[src/rtl/plusarg_watchdog.sv]
//------------------------------------------------------------------------------
// Module      : plusarg_watchdog
// Description : No-progress watchdog driven by a plusarg cycle limit.
//               It warns at 7/8 of the limit and trips with a sticky timeout.
//               Optional macro PLUSARG_WATCHDOG_FATAL_EN ends simulation on trip.
// Revision    : 1.0 - initial release
//------------------------------------------------------------------------------
`default_nettype none

module plusarg_watchdog #(
  parameter int WIDTH = 32
) (
  input  logic             clock,
  input  logic             reset_n,
  input  logic [31:0]      limit,
  input  logic             enable,
  input  logic             kick,
  input  logic             clear,
  output logic             armed,
  output logic             warn,
  output logic             timeout,
  output logic [WIDTH-1:0] count
);

  localparam logic [WIDTH-1:0] c_one = WIDTH'(1);

  typedef enum logic [1:0] {
    S_IDLE    = 2'd0,
    S_ARMED   = 2'd1,
    S_WARN    = 2'd2,
    S_TRIPPED = 2'd3
  } state_t;

  state_t           r_state;
  state_t           w_state_nxt;
  logic [WIDTH-1:0] r_count;
  logic [WIDTH-1:0] w_count_nxt;
  logic [WIDTH-1:0] w_count_inc;
  logic [WIDTH-1:0] r_lim;
  logic [WIDTH-1:0] r_warn_th;
  logic [WIDTH-1:0] w_lim_in;
  logic             w_load;

  assign w_lim_in    = WIDTH'(limit);
  assign w_count_inc = r_count + c_one;

  always_comb begin
    w_state_nxt = r_state;
    w_count_nxt = r_count;
    w_load      = 1'b0;
    case (r_state)
      S_IDLE: begin
        if (enable && (w_lim_in != '0)) begin
          w_state_nxt = S_ARMED;
          w_count_nxt = '0;
          w_load      = 1'b1;
        end
      end
      S_ARMED, S_WARN: begin
        if (!enable) begin
          w_state_nxt = S_IDLE;
          w_count_nxt = '0;
        end else if (kick) begin
          w_state_nxt = S_ARMED;
          w_count_nxt = '0;
        end else if (r_count == (r_lim - c_one)) begin
          // count freezes at lim_q-1 so it can never wrap
          w_state_nxt = S_TRIPPED;
        end else begin
          w_count_nxt = w_count_inc;
          if (w_count_inc >= r_warn_th) begin
            w_state_nxt = S_WARN;
          end
        end
      end
      S_TRIPPED: begin
        if (clear) begin
          w_state_nxt = S_IDLE;
          w_count_nxt = '0;
        end
      end
      default: begin
        w_state_nxt = S_IDLE;
        w_count_nxt = '0;
      end
    endcase
  end

  always_ff @(posedge clock or negedge reset_n) begin
    if (!reset_n) begin
      r_state   <= S_IDLE;
      r_count   <= '0;
      r_lim     <= '0;
      r_warn_th <= '0;
    end else begin
      r_state <= w_state_nxt;
      r_count <= w_count_nxt;
      if (w_load) begin
        r_lim     <= w_lim_in;
        // lim - lim/8 equals lim for lim < 8, so tiny limits never warn
        r_warn_th <= w_lim_in - (w_lim_in >> 3);
      end
    end
  end

  assign armed   = (r_state == S_ARMED) || (r_state == S_WARN);
  assign warn    = (r_state == S_WARN);
  assign timeout = (r_state == S_TRIPPED);
  assign count   = r_count;

`ifdef PLUSARG_WATCHDOG_FATAL_EN
`ifndef SYNTHESIS
  always @(posedge clock) begin
    if (reset_n && (r_state != S_TRIPPED) && (w_state_nxt == S_TRIPPED)) begin
      $display("[%0t] plusarg_watchdog: timeout lim_q=%0d state=%s",
               $time, r_lim, r_state.name());
      $fatal(1, "plusarg_watchdog: no progress within %0d cycles", r_lim);
    end
  end
`endif
`endif

endmodule

`default_nettype wire
[config.mk]
export PLATFORM = sky130hd
export DESIGN_NAME = plusarg_watchdog
export DESIGN_NICKNAME = d
export VERILOG_FILES = /design/src/rtl/plusarg_watchdog.sv
export SDC_FILE = /design/constraint.sdc
export NUM_CORES = 1
export LEC_CHECK = 0
export BUFFER_PORTS_ARGS = -buffer_cell sky130_fd_sc_hd__buf_2
export CAP_MARGIN = 20
export CORE_ASPECT_RATIO = 0.9
export CORE_UTILIZATION = 35
export DETAILED_ROUTE_END_ITERATION = 8
export SETUP_SLACK_MARGIN = 0.4
export SKIP_LAST_GASP = 1
export SYNTH_ARGS = -nofsm -noshare
export SYNTH_HDL_FRONTEND = slang
export SYNTH_SLANG_ARGS = --single-unit
export TNS_END_PERCENT = 10
[constraint.sdc]
create_clock -name clock -period 5.18 [get_ports clock]
set_input_delay 0.259 -clock clock [delete_from_list [all_inputs] [get_ports clock]]
set_output_delay 0.259 -clock clock [all_outputs]
set_load 0.02 [all_outputs]
==> flow_summary_export.csv <==
group,metric,value,unit
sta,timing.final.max_slew_violations,0,
clocking,cts_tree,"done",
clocking,cts-buffers-inserted,9,
floorplan,core-area,0.0218,mm2
detailed_routing,drc,0,
setup_path,path_class,"reg2reg",
status,status,"completed",
grt,grt_overflow,0,
grt,grt.total_usage,19.5,%
pwr,ir_drop,0.144,mV
sta,finalSetupViolations,0,
grt,antenna_found_initial,0,
grt,grt_start_max_net_pins,110,
detailed_routing,vias_per_cell,5.27,
synthesis,synth_seq_cells,98,
sta,fmax,225,MHz
synthesis,netlist_area,0.00786,mm2
clocking,clock_path_buffers,2,
synthesis,avgSynthCellArea,8.44,um2
sta,rsz0062_at_grt,"no",
detailed_routing,detail_route.iter0.violations,517,
pwr,p_leak,0.00424,uW
setup_path,required,5420,ps
synthesis,synth_ff_type,"dfrtp_1",
setup_path,reg2reg_depth,14,
placement,dp_cells,1266,
pwr,finalPower,3470,uW
synthesis,yosysSeqAreaShare,31.2,%
detailed_routing,num_vias,6764,
sta,max-slew-margin-rel,32.2,%
finish,instances_no_fill,1283,
clocking,root_buffer,"clkbuf_16",
synthesis,synthArstFlopShare,100,%
sta,fin_tns_setup,0,ps
clocking,cts.sinks,98,
min_path,hp-class,"in2reg",
placement,port_buffers,71,
setup_path,crit_arrival,4690,ps
placement,placed_area,0.00846,mm2
floorplan,num_rows,51,
clocking,clk_latency,360,ps
finish,synthToLayoutAreaGrowth,11.7,%
floorplan,die_y,144,um
sta,finalCritPeriodShare,86.0,%
grt,grt_pass1_vias,6301,
clocking,path_clk_slew,70,ps
grt,grt_pass1_wl,34.7,mm
detailed_routing,first_pass_iters,5,
finish,final_common_cell,"nand2_1",
detailed_routing,drt-wirelength-per-cell,16.9,um
finish,design_area,0.00877,mm2
flow_run,drv_cap,0,
synthesis,synth_edf_count,0,
synthesis,yosysUniqueCellTypes,75,
finish,layout-drive-gt1-share,11.3,%
synthesis,yosys_warnings,0,
floorplan,dieArea,0.0231,mm2
sta,worst_slew_pin_slew,1020,ps
setup_path,endpoint_kind,"flop",
placement,gp_congestion,0.887,
sta,timing.final.hold_violations,0,
clocking,cts_setup_buffers,0,
sta,skew,10.1,ps
floorplan,ioPinCount,72,
pwr,powerDensity,396,mW/mm2
floorplan,die_w,160,um
detailed_routing,ant_nets,0,
synthesis,syn-num-nets,1035,
setup_path,crit_path_start_kind,"flop",
floorplan,initial_core_util,36.0,%
finish,final_cell_mix,"nand2_1, dfrtp_1, o21ai_0, inv_1, buf_2",
finish,n_antenna_cell,0,
detailed_routing,wl,21.7,mm
setup_path,crit_fanout,9,
sta,min_period,4450,ps
clocking,cts-htree-levels,3,
placement,place_hpwl,17.6,mm
min_path,holdPathStages,3,
finish,final_net_count,1091,
synthesis,synth_cells,931,
## path summary, 6_finish.rpt
check                      slack (ps)           from       endpoint
min                               210      limit[18]      r_lim[18]
max reg2reg                       730       count[7]     r_state[0]
max in group asynchronous        3620        reset_n     r_state[0]
min in group asynchronous         430        reset_n   r_warn_th[5]
min reg2reg                       480  r_warn_th[16]  r_warn_th[16]
max                               730       count[7]     r_state[0]
## report_power, final
| group | switching, uW | total, uW | internal (uW) |
|---|---|---|---|
| Sequential | 297 | 1310 | 1010 |
| Clock | 317 | 663 | 346 |
| Combinational | 913 | 1500 | 585 |
## metal layers
layer  track usage [%]  share of wire [%]  up-vias
li1                  -                  -     3448
met1              30.4                 55     3146
met2              27.3                 39      148
met3              2.01                3.6       22
met4              6.97                2.2        0
met5                 0                  0        -
## metrics by stage
stage	setup slack, ps	util [%]	hold slack, ps
floorplan	862	-	-36.6
global placement	632	38.8	280
detailed placement	529	38.8	281
CTS	507	40.1	198
global route	426	40.2	223
finish	726	40.2	210
## worst max-delay path: stages (launching register included)
cell and delay, ps:
dfrtp_1 510, nand4_1 270, nor4_2 410, or3b_2 560, nor3_2 210, and3_1 280, nand3_1 150, xnor2_1 160
ha_1 290, nand4_1 140, nor3_1 290, nand3_1 120, a311o_1 280, a31o_1 250, a2111o_1 410
## kinds of logic after synthesis
| family | share of synthesized area [%] |
|---|---|
| and+or+nand+nor | 20.2 |
| buffers and inverters | 6.13 |
| adders and majority gates | 10.8 |
| muxes | 0.828 |
| xor gates and xnor gates | 10.8 |
| DFF | 31.2 |
| AOI/OAI and AO/OA | 20.0 |
## cell usage after synthesis, drive strengths merged, types with 2 or more instances
cell	number	area, um2
a2111o	2	22.5
a211oi	6	45.0
a21boi	5	37.5
a21o	26	195
a21oi	39	195
a22o	25	219
a22oi	2	15.0
a31o	4	35.0
a31oi	7	43.8
a32oi	5	43.8
a41oi	2	17.5
and3	14	87.6
and3b	3	26.3
and4	2	17.5
buf	17	118
clkbuf	18	67.6
dfrtp	98	2450
ha	66	826
inv	79	297
mux2	4	45.0
mux2i	2	20.0
nand2	114	428
nand2b	7	43.8
nand3	27	135
nand3b	3	22.5
nand4	16	121
nand4b	4	35.0
nor2	40	150
nor2b	10	62.6
nor3	31	160
nor4	20	146
nor4b	3	32.5
o2111ai	3	26.3
o211a	2	20.0
o211ai	7	52.6
o21a	2	15.0
o21ai	81	405
o21bai	4	33.8
o31ai	4	30.0
o41ai	2	17.5
or3	7	43.8
or4	2	15.0
xnor2	53	464
xor2	44	385
## timing repair
item,in CTS,in global routing
endpoints found under the setup margin,0,2
gates resized for setup,0,3
hold buffers,1,0
endpoints found under the hold margin,40,0
## registers in the layout, summed over array words and instances (netlist names)
name and count:
count 32, r_lim 32, r_warn_th 32, r_state 2
## area by class of cell
| class | instances | area (um2) |
|---|---|---|
| Clock inverter | 5 | 43.8 |
| Multi-Input combinational cell | 719 | 4950 |
| Timing Repair Buffer | 80 | 428 |
| Tap cell | 291 | 364 |
| Inverter | 79 | 297 |
| Sequential cell | 98 | 2450 |
| Clock buffer | 11 | 243 |
| Fill cell | 2257 | 13000 |
Power figures use the tool's default switching activity.
